[config.mk]
export PLATFORM = sky130hd
export DESIGN_NAME = pll_reconfig_seq_flat
export DESIGN_NICKNAME = d
export VERILOG_FILES = /design/src/rtl/pll_reconfig_pkg.sv /design/src/rtl/pll_reconfig_seq_if.sv /design/src/rtl/pll_profile_rom.sv /design/src/rtl/pll_reconfig_seq.sv /design/src/flat_wrapper.sv
export SDC_FILE = /design/constraint.sdc
export NUM_CORES = 1
export LEC_CHECK = 0
export BUFFER_PORTS_ARGS = -buffer_cell sky130_fd_sc_hd__buf_2
export CAP_MARGIN = 10
export CELL_PAD_IN_SITES_DETAIL_PLACEMENT = 2
export CELL_PAD_IN_SITES_GLOBAL_PLACEMENT = 2
export CORE_MARGIN = 3
export CORE_UTILIZATION = 35
export DETAILED_ROUTE_END_ITERATION = 8
export PLACE_DENSITY = 0.9
export REMOVE_ABC_BUFFERS = 1
export SLEW_MARGIN = 20
export SYNTH_ARGS = -nofsm -noshare
export SYNTH_HDL_FRONTEND = slang
export SYNTH_SLANG_ARGS = --single-unit
[constraint.sdc]
create_clock -name clk_sys -period 2.74 [get_ports clk_sys]
set_clock_uncertainty 0.1 [all_clocks]
set_input_delay 0.548 -clock clk_sys [delete_from_list [all_inputs] [get_ports clk_sys]]
set_output_delay 0.548 -clock clk_sys [all_outputs]
set_load 0.03 [all_outputs]
[src/rtl/pll_reconfig_pkg.sv]
// Shared constants for the PLL reconfiguration sequencer: register map, counter-word
// field positions, FSM state encoding and the stored divider profile words.
package pll_reconfig_pkg;

   localparam logic [5:0] ADDR_MODE   = 6'd0;
   localparam logic [5:0] ADDR_STATUS = 6'd1;
   localparam logic [5:0] ADDR_START  = 6'd2;
   localparam logic [5:0] ADDR_M      = 6'd4;
   localparam logic [5:0] ADDR_C      = 6'd5;
   localparam logic [5:0] ADDR_K      = 6'd7;

   localparam int LO_LSB     = 0;
   localparam int HI_LSB     = 8;
   localparam int BYPASS_BIT = 16;
   localparam int ODD_BIT    = 17;
   localparam int CIDX_LSB   = 18;

   localparam int PROFILE_ENTRIES = 6;

   typedef enum logic [2:0] {
      ST_IDLE, ST_MODE, ST_WR, ST_RDBK, ST_START, ST_POLL, ST_LOCK, ST_ERR
   } state_t;

   function automatic logic [31:0] cnt_word(input logic [7:0] hi, input logic [7:0] lo,
                                            input logic odd, input logic [4:0] cidx);
      logic [31:0] w;
      w = '0;
      w[LO_LSB +: 8]   = lo;
      w[HI_LSB +: 8]   = hi;
      w[BYPASS_BIT]    = 1'b0;
      w[ODD_BIT]       = odd;
      w[CIDX_LSB +: 5] = cidx;
      return w;
   endfunction

   // Profile 0 is stock 6 MHz timing; profile 1 only retunes C1/C2 to 7 MHz.
   localparam logic [31:0] M_WORD  = cnt_word(8'd5, 8'd4, 1'b1, 5'd0);
   localparam logic [31:0] K_WORD  = 32'd216917482;
   localparam logic [31:0] C0_WORD = cnt_word(8'd4, 8'd3, 1'b1, 5'd0);
   localparam logic [31:0] C1_P0   = cnt_word(8'd56, 8'd56, 1'b0, 5'd1);
   localparam logic [31:0] C2_P0   = cnt_word(8'd56, 8'd56, 1'b0, 5'd2);
   localparam logic [31:0] C1_P1   = cnt_word(8'd48, 8'd48, 1'b0, 5'd1);
   localparam logic [31:0] C2_P1   = cnt_word(8'd48, 8'd48, 1'b0, 5'd2);
   localparam logic [31:0] C3_WORD = cnt_word(8'd42, 8'd42, 1'b0, 5'd3);

endpackage

[src/rtl/pll_reconfig_seq_if.sv]
// Avalon-MM management bus between the sequencer (master) and the PLL reconfig core (slave).
interface pll_reconfig_seq_if;
   // Handshake: a strobe (write or read) is held with stable address/data until a cycle
   // where waitrequest is low; that cycle completes the transfer and captures readdata.
   logic [5:0]  mgmt_address;
   logic        mgmt_write;
   logic        mgmt_read;
   logic [31:0] mgmt_writedata;
   logic [31:0] mgmt_readdata;
   logic        mgmt_waitrequest;

   modport master (output mgmt_address, mgmt_write, mgmt_read, mgmt_writedata,
                   input  mgmt_readdata, mgmt_waitrequest);
   modport slave  (input  mgmt_address, mgmt_write, mgmt_read, mgmt_writedata,
                   output mgmt_readdata, mgmt_waitrequest);
endinterface

[src/rtl/pll_profile_rom.sv]
// Combinational profile table: (profile, index) -> {register address, data word}.
module pll_profile_rom
   import pll_reconfig_pkg::*;
(
   input  logic        profile,
   input  logic [2:0]  index,
   output logic [5:0]  address,
   output logic [31:0] data,
   output logic        last
);

   always_comb begin
      address = ADDR_C;
      data    = '0;
      case (index)
         3'd0: begin address = ADDR_M; data = M_WORD;  end
         3'd1: begin address = ADDR_K; data = K_WORD;  end
         3'd2: data = C0_WORD;
         3'd3: data = profile ? C1_P1 : C1_P0;
         3'd4: data = profile ? C2_P1 : C2_P0;
         3'd5: data = C3_WORD;
         default: begin address = ADDR_M; data = '0; end
      endcase
   end

   assign last = (index == 3'(PROFILE_ENTRIES - 1));

endmodule

[src/rtl/pll_reconfig_seq.sv]
// PLL reconfiguration sequencer: writes a stored divider profile through the reconfig core,
// waits for relock and holds the core in reset meanwhile. Option: PLL_RECONFIG_READBACK_EN.
module pll_reconfig_seq
   import pll_reconfig_pkg::*;
#(
   parameter int NUM_PROFILES = 2,
   parameter int LOCK_TIMEOUT = 1048576,
   parameter int POLL_LIMIT   = 65535
) (
   input  logic   clk_sys,
   input  logic   reset_n,
   input  logic   req,
   input  logic   profile_sel,
   output logic   busy,
   output logic   done,
   output logic   error,
   output logic   active_profile,
   output logic   core_hold,
   pll_reconfig_seq_if.master mgmt,
   input  logic   pll_locked,
   output state_t dbg_state
);

   localparam int LCW = $clog2(LOCK_TIMEOUT + 1);
   localparam int PCW = $clog2(POLL_LIMIT + 1);

   state_t      state;
   logic        prof;
   logic [2:0]  idx;
   logic [LCW-1:0] lock_cnt;
   logic [PCW-1:0] poll_cnt;
   logic [3:0]  stable_cnt;
   logic        locked_meta, locked_s;
   logic [5:0]  rom_addr;
   logic [31:0] rom_data;
   logic        rom_last;
   logic        strobe, xfer_done;
   logic        unused_rd;

   pll_profile_rom u_rom (
      .profile (prof),
      .index   (idx),
      .address (rom_addr),
      .data    (rom_data),
      .last    (rom_last)
   );

   assign strobe    = mgmt.mgmt_write | mgmt.mgmt_read;
   assign xfer_done = strobe & ~mgmt.mgmt_waitrequest;
   assign dbg_state = state;
   assign unused_rd = ^mgmt.mgmt_readdata[31:1];

   always_ff @(posedge clk_sys or negedge reset_n) begin
      if (!reset_n) begin
         locked_meta <= 1'b0;
         locked_s    <= 1'b0;
      end else begin
         locked_meta <= pll_locked;
         locked_s    <= locked_meta;
      end
   end

   // A new strobe is only issued from a cycle where no strobe is up, which leaves the
   // mandatory idle cycle after every completed transfer.
   always_ff @(posedge clk_sys or negedge reset_n) begin
      if (!reset_n) begin
         state               <= ST_IDLE;
         prof                <= 1'b0;
         idx                 <= '0;
         lock_cnt            <= '0;
         poll_cnt            <= '0;
         stable_cnt          <= '0;
         busy                <= 1'b0;
         done                <= 1'b0;
         error               <= 1'b0;
         active_profile      <= 1'b0;
         core_hold           <= 1'b0;
         mgmt.mgmt_address   <= '0;
         mgmt.mgmt_writedata <= '0;
         mgmt.mgmt_write     <= 1'b0;
         mgmt.mgmt_read      <= 1'b0;
      end else begin
         done <= 1'b0;
         if (xfer_done) begin
            mgmt.mgmt_write <= 1'b0;
            mgmt.mgmt_read  <= 1'b0;
         end
         if ((state == ST_POLL || state == ST_LOCK) && lock_cnt != LCW'(LOCK_TIMEOUT))
            lock_cnt <= lock_cnt + 1'b1;

         case (state)
            ST_IDLE: if (req) begin
               prof      <= (NUM_PROFILES > 1) ? profile_sel : 1'b0;
               busy      <= 1'b1;
               core_hold <= 1'b1;
               error     <= 1'b0;
               idx       <= '0;
               state     <= ST_MODE;
            end
            ST_MODE: if (!strobe) begin
               mgmt.mgmt_address   <= ADDR_MODE;
               mgmt.mgmt_writedata <= 32'd1;
               mgmt.mgmt_write     <= 1'b1;
            end else if (xfer_done) state <= ST_WR;
            ST_WR: if (!strobe) begin
               mgmt.mgmt_address   <= rom_addr;
               mgmt.mgmt_writedata <= rom_data;
               mgmt.mgmt_write     <= 1'b1;
            end else if (xfer_done) begin
`ifdef PLL_RECONFIG_READBACK_EN
               state <= ST_RDBK;
`else
               if (rom_last) begin
                  idx   <= '0;
                  state <= ST_START;
               end else idx <= idx + 3'd1;
`endif
            end
`ifdef PLL_RECONFIG_READBACK_EN
            ST_RDBK: if (!strobe) begin
               mgmt.mgmt_address <= rom_addr;
               mgmt.mgmt_read    <= 1'b1;
            end else if (xfer_done) begin
               if (mgmt.mgmt_readdata[22:0] != rom_data[22:0]) state <= ST_ERR;
               else if (rom_last) begin
                  idx   <= '0;
                  state <= ST_START;
               end else begin
                  idx   <= idx + 3'd1;
                  state <= ST_WR;
               end
            end
`endif
            ST_START: if (!strobe) begin
               mgmt.mgmt_address   <= ADDR_START;
               mgmt.mgmt_writedata <= 32'd0;
               mgmt.mgmt_write     <= 1'b1;
            end else if (xfer_done) begin
               lock_cnt <= '0;
               poll_cnt <= '0;
               state    <= ST_POLL;
            end
            ST_POLL: if (!strobe) begin
               mgmt.mgmt_address <= ADDR_STATUS;
               mgmt.mgmt_read    <= 1'b1;
            end else if (xfer_done) begin
               poll_cnt <= poll_cnt + 1'b1;
               if (mgmt.mgmt_readdata[0]) begin
                  stable_cnt <= '0;
                  state      <= ST_LOCK;
               end else if (poll_cnt == PCW'(POLL_LIMIT - 1)) state <= ST_ERR;
            end
            ST_LOCK: begin
               // Relock counts only after 16 consecutive synchronised locked cycles.
               if (locked_s && stable_cnt == 4'd15) begin
                  done           <= 1'b1;
                  busy           <= 1'b0;
                  core_hold      <= 1'b0;
                  active_profile <= prof;
                  state          <= ST_IDLE;
               end else if (lock_cnt == LCW'(LOCK_TIMEOUT)) state <= ST_ERR;
               else stable_cnt <= locked_s ? stable_cnt + 4'd1 : 4'd0;
            end
            ST_ERR: begin
               error     <= 1'b1;
               busy      <= 1'b0;
               core_hold <= 1'b0;
               state     <= ST_IDLE;
            end
            default: state <= ST_IDLE;
         endcase
      end
   end

endmodule

[src/flat_wrapper.sv]
// flat-port wrapper written by rule: the top's interface ports become plain ports
module pll_reconfig_seq_flat import pll_reconfig_pkg::*;
#(
   parameter int NUM_PROFILES = 2,
   parameter int LOCK_TIMEOUT = 1048576,
   parameter int POLL_LIMIT   = 65535
)
  (clk_sys, reset_n, req, profile_sel, busy, done, error, active_profile, core_hold, pll_locked, dbg_state, mgmt_mgmt_address, mgmt_mgmt_write, mgmt_mgmt_read, mgmt_mgmt_writedata, mgmt_mgmt_readdata, mgmt_mgmt_waitrequest);
  pll_reconfig_seq_if mgmt_i ();
  input  logic clk_sys;
  input  logic reset_n;
  input  logic req;
  input  logic profile_sel;
  output logic busy;
  output logic done;
  output logic error;
  output logic active_profile;
  output logic core_hold;
  input  logic pll_locked;
  output state_t dbg_state;
  output wire logic [$bits(mgmt_i.mgmt_address)-1:0] mgmt_mgmt_address;
  output wire logic [$bits(mgmt_i.mgmt_write)-1:0] mgmt_mgmt_write;
  output wire logic [$bits(mgmt_i.mgmt_read)-1:0] mgmt_mgmt_read;
  output wire logic [$bits(mgmt_i.mgmt_writedata)-1:0] mgmt_mgmt_writedata;
  input wire logic [$bits(mgmt_i.mgmt_readdata)-1:0] mgmt_mgmt_readdata;
  input wire logic [$bits(mgmt_i.mgmt_waitrequest)-1:0] mgmt_mgmt_waitrequest;
  assign mgmt_mgmt_address = mgmt_i.mgmt_address;
  assign mgmt_mgmt_write = mgmt_i.mgmt_write;
  assign mgmt_mgmt_read = mgmt_i.mgmt_read;
  assign mgmt_mgmt_writedata = mgmt_i.mgmt_writedata;
  assign mgmt_i.mgmt_readdata = mgmt_mgmt_readdata;
  assign mgmt_i.mgmt_waitrequest = mgmt_mgmt_waitrequest;
  pll_reconfig_seq #(.NUM_PROFILES(NUM_PROFILES), .LOCK_TIMEOUT(LOCK_TIMEOUT), .POLL_LIMIT(POLL_LIMIT)) u_core (.clk_sys(clk_sys), .reset_n(reset_n), .req(req), .profile_sel(profile_sel), .busy(busy), .done(done), .error(error), .active_profile(active_profile), .core_hold(core_hold), .mgmt(mgmt_i), .pll_locked(pll_locked), .dbg_state(dbg_state));
endmodule
# Word-level counts from Yosys, hierarchy flattened
# Cells that the tools add are included.
[op_classes]
n_addsub = 4
multipliers = 0
n_div = 0
order_cmp = 0
n_eq_ne = 35
n_shift = 0
mux = 62
bitwise_logic = 3
n_reduce_logical = 24
[ops]
columns = ["operator", "n"]
rows = [
  ["$pmux W32 S6", 1],
  ["$mux W32", 3],
  ["$pmux W32 S3", 1],
  ["$mux W21", 4],
  ["$mux W16", 4],
  ["$mux W3", 18],
  ["$pmux W16 S2", 1],
  ["$mux W12", 2],
  ["$mux W4", 6],
  ["$mux W6", 4],
  ["$pmux W6 S4", 1],
  ["$add A21 B1 Y21 const B", 1],
  ["$eq A21 B21 Y1 const B", 1],
  ["$ne A21 B21 Y1 const B", 1],
  ["$eq A3 B3 Y1 const B", 6],
  ["$ne A2 B1 Y1 const B", 9],
  ["$ne A2 B2 Y1 const B", 9],
  ["$pmux W3 S6", 1],
  ["$add A16 B1 Y16 const B", 1],
  ["$eq A16 B16 Y1 const B", 1],
  ["$reduce_and A12 Y1", 1],
  ["$mux W1", 11],
  ["$reduce_and A5 Y1", 2],
  ["$eq A3 B2 Y1 const B", 3],
  ["25 further kinds", 36],
]
[totals]
register_bits = 94
latchBits = 0
ramBits = 0
rom_bits = 0
in_bits = 38
out_inout_bits = 48
wordCells = 144
memories = 0

# Longest topological paths before layout
[depth]
word_depth = 7
mapped_depth = 8
ltp_nobuf = 7

# Hierarchy
# From an unflattened synthesis, not the netlist that was laid out.
[hier_totals]
cells_unflattened = 542
hier_area_um2 = 4774.6
[modules_own_cells]
columns = ["module", "instances", "cells_each", "area_each_um2", "seq_area_each_um2"]
rows = [
  ["pll_reconfig_seq", 1, 489, 4428.0, 2352.3],
  ["pll_profile_rom", 1, 53, 346.6, 0.0],
]

# Worst setup path after synthesis
# OpenSTA, ideal clock, no wires.
[synth_timing]
path_type = "register to register"
start = "register u_core.state[1] (netlist: u_core.dbg_state[1])"
end = "register u_core.poll_cnt[10]"
setup_time_ps = 78
t_arrival_ps = 1818
t_required_ps = 2562
path_slack_ps = 744
stages_incl_launch_ff = 8
path_buffers = 2
synth_period_minus_slack_ps = 1996
cell_sequence = "dfrtp_1 -> buf_4 -> nor2b_2 -> nand2_2 -> or3_1 -> buf_2 -> or3_1 -> a21oi_1"
[synth_via]
elab_chain_len = 3
elab_cells_between_ends = 9
classes_between = "6 x eq/ne; 1 x mux; 2 x reduce/logical"
[synth_lines]
columns = ["item", "line_no", "rtl"]
rows = [
  ["start: declaration", "pll_reconfig_seq.sv:27", "state_t state;"],
  ["start signal: assignment", "pll_reconfig_seq.sv:67", "state <= ST_IDLE;"],
  ["start signal: assignment", "pll_reconfig_seq.sv:98", "state <= ST_MODE;"],
  ["start signal: assignment", "pll_reconfig_seq.sv:104", "end else if (xfer_done) state <= ST_WR;"],
  ["$eq A3 B3 Y1", "pll_reconfig_seq.sv:91", "case (state)"],
  ["$ne A2 B1 Y1 (no line) / $reduce_bool A2 Y1 (equally long branches)", "n/a", ""],
  ["$reduce_and A5 Y1 (no line)", "n/a", ""],
  ["end signal: assignment", "pll_reconfig_seq.sv:147", "poll_cnt <= poll_cnt + 1'b1;"],
  ["end: declaration", "pll_reconfig_seq.sv:31", "logic [PCW-1:0] poll_cnt;"],
]
# Several ways; a longest one is shown, not always the timed one.
# A chain may end at the register's enable or synchronous reset.

# Worst setup path in the final report
[layout_timing]
start = "register u_core.state[2] (netlist: u_core.dbg_state[2])"
end = "register u_core.poll_cnt[10]"
# Same word-level chain as after synthesis.

==> qor.txt <==
Status: finished clean
Pwr dens: 960.3 nW/um^2
Die H: 112.3 microns
Area grow syn2layout: 13.49%
Starting Density: 0.3614
Chip width: 112.3 microns
Final setup vio count: 0
Overall Power: 4.308 mW
Clock transition at the registers of the reported paths: 0.06 ns
Endpoint class of the critical path: flip-flop
RSZ-0062 raised after global routing: false
EDFF count, synth: 0
FF-to-FF Start: u_core.dbg_state[2]
Area of the core: 10940 sq um
WL per Instance: 19.67 microns
Hold Crit Class: input pin to asynchronous set/reset pin
Clock tree from TritonCTS: yes
Pin count of the biggest net entering global routing: 74
Fin crit period: 2.285 ns
Share of layout cells above drive strength 1: 0.1516
Setup TNS: 0 ns
DR top layer: met4
Metal-1 WL: 5.151 mm
Hold buffer count at cts: 0
Worst r2r dst: u_core.poll_cnt[10]
Crit start category: flip-flop
Total track usage: 0.2029
R2R Setup Slk: 0.46 ns
Highest clock rate: 0.4377 GHz
DP HPWL: 7.811 mm
Post-layout net count: 514
Syn avg cell area: 8.922 sq um
Detailed route wirelength on metal2: 6.325 mm
Antenna fix cells: 0
Worst relative slew slack: 0.2807
#FFs+latches synth: 73
CP Max Fanout: 12
Fraction of registers with async set/reset: 1.000
PortBufs: 44
Non-filler instance count after layout: 615
Mapped Area: 3953 sq um
Slack of the critical path: 0.4555 ns
Seq/Total Area, Yosys: 0.4622
Synth unique cells: 51
PostCTS Resize Cnt: 0
Worst VDD drop: 0.5152 mV
Worst-margin pin slew: 1.077 ns
Inst Count DP: 599
Filler cells: 1224
YS warnings: 0
CP Launch Point: u_core.dbg_state[2]
Post-synthesis cell count: 443
Worst R2R Path Depth: 5
TritonRoute pass-1 iters: 4
Root buf cell: clkbuf_16
Met3 WL post-DR: 381 microns
Vias per cell: 5.538
Max Root-Sink Buffers: 2
GR Overflow Total: 0
Critical path class: flip-flop to flip-flop
# IOs: 86
Initial antenna violation count: 0
Leakage: 2.030 nW
CTS H-tree lvls: 3
MaxCap Viol Count: 0
Hold Fails Final Rpt: 0
Residual DRC: 0
Vias in the first global route: 3912
Place WS: 0.3726 ns
CTS buffer count: 9
Die ar.: 12600 sq um
Primary FF master, synth: dfrtp_1
CTS Sinks: 73
Antenna Nets Post-Route: 0
Tcrit/Tclk final: 0.8338
Post-CTS Setup Bufs: 0
Final GP Congestion: 0.7781
Site row count: 38
Required time of the critical path: 2.91 ns
Slew Limit Fails: 0
First-pass GRT wire length: 20.62 mm
Total Wirelength: 12.09 mm
Clock latency on the worst-skew pair: 0.34 ns
Vias: 3406
Critical path data arrival time: 2.45 ns
Initial drt markers: 161
[metal layers]
layer  track usage  up-vias
met5             0        -
met3       0.04420       17
met4       0.07051        0
met1        0.2439     1739
li1              -     1573
met2        0.3584       77
[area by class of cell]
cell class / instances / area (sq um) / share of cell area
Multi-Input combinational cell: 320 / 1856 / 0.4137
Tap cell: 140 / 175.2 / 0.03905
Sequential cell: 73 / 1827 / 0.4073
Timing Repair Buffer: 50 / 277.8 / 0.06192
Inverter: 16 / 60.06 / 0.01339
Clock buffer: 13 / 250.2 / 0.05579
Clock inverter: 3 / 40.04 / 0.008926
[per-stage QoR]
step	hold slack (ns)	util	area [sq um]
global placement	0.2359	0.3836	4195
global route	0.1684	0.4102	4486
CTS	0.1627	0.4102	4486
finish	0.1255	0.4102	4486
detailed placement	0.2381	0.3836	4195
floorplan	0.1524	-	3732
[worst max-delay path by stage]
stage          cells after the start  slack (ns)                      end
3_3_place_gp                       6        0.48       u_core.poll_cnt[8]
5_1_grt                            5        0.27      u_core.poll_cnt[10]
4_1_cts                            5        0.43       u_core.poll_cnt[8]
2_1_floorplan                      0       0.003  mgmt_mgmt_writedata[14]
3_5_place_dp                       6        0.37       u_core.poll_cnt[8]
6_report                           5        0.46      u_core.poll_cnt[10]
[kinds of logic (layout without fill, tap and decap cells)]
logic type               count (synthesis)  count (layout)  share of synthesized area
AO/OA/AOI/OAI                           89              89                     0.1402
flip-flops                              73              73                     0.4622
multiplexers                             2               2                   0.005381
buffers and inverters                   59              82                    0.07946
other                                    1              10                  0.0009488
XOR/XNOR                                27              27                    0.05983
adder cells (fa/ha/maj)                  6               6                    0.01899
AND/OR/NAND/NOR                        186             186                     0.2330
[power breakdown]
group | total, mW | leakage [nW] | switching [mW] | internal (mW)
sequential | 1.58 | 0.976 | 0.294 | 1.29
combinational | 1.54 | 0.910 | 1.06 | 0.478
clock | 1.19 | 0.144 | 0.461 | 0.728
[synth_stat cells, types with 4 or more instances]
cell type / instances / area share
nand4_1: 14 / 0.022
xnor2_1: 17 / 0.038
o31ai_1: 4 / 0.0076
a21oi_1: 21 / 0.027
nand2_1: 49 / 0.047
and4_1: 4 / 0.0089
xor2_1: 10 / 0.022
dfrtp_1: 73 / 0.46
a22o_1: 5 / 0.011
nor2b_1: 6 / 0.0095
and3_1: 4 / 0.0063
nand2b_1: 5 / 0.0079
nand3_1: 16 / 0.020
buf_4: 24 / 0.046
or3_1: 6 / 0.0095
clkbuf_1: 17 / 0.016
o21ai_0: 34 / 0.043
nor2_1: 45 / 0.043
nor4_1: 13 / 0.021
inv_1: 16 / 0.015
ha_1: 6 / 0.019
nor3_1: 11 / 0.014
[cells in the final DEF (no fill, tap or decap), types with 13 or more instances in the layout]
cell type / instances
nand3_1: 16
xnor2_1: 17
nor2_1: 44
nor4_1: 13
dfrtp_1: 73
buf_2: 44
nand2_1: 49
a21oi_1: 21
inv_1: 16
o21ai_0: 34
nand4_1: 14
[registers in the layout (all words and copies together) (netlist names), 3 cells and up]
name	count
u_core.lock_cnt	21
u_core.idx	3
u_core.poll_cnt	16
u_core.mgmt.mgmt_writedata	14
u_core.stable_cnt	4
u_core.dbg_state	3
u_core.mgmt.mgmt_address	3
[worst max-delay path, stage by stage, from the launching register on]
cell	delay (ns)
dfrtp_1	0.53
nor2b_2	0.32
nand2_2	0.21
or3_1	0.51
or3_1	0.40
a21oi_1	0.14
Power figures use the tool's default switching activity.
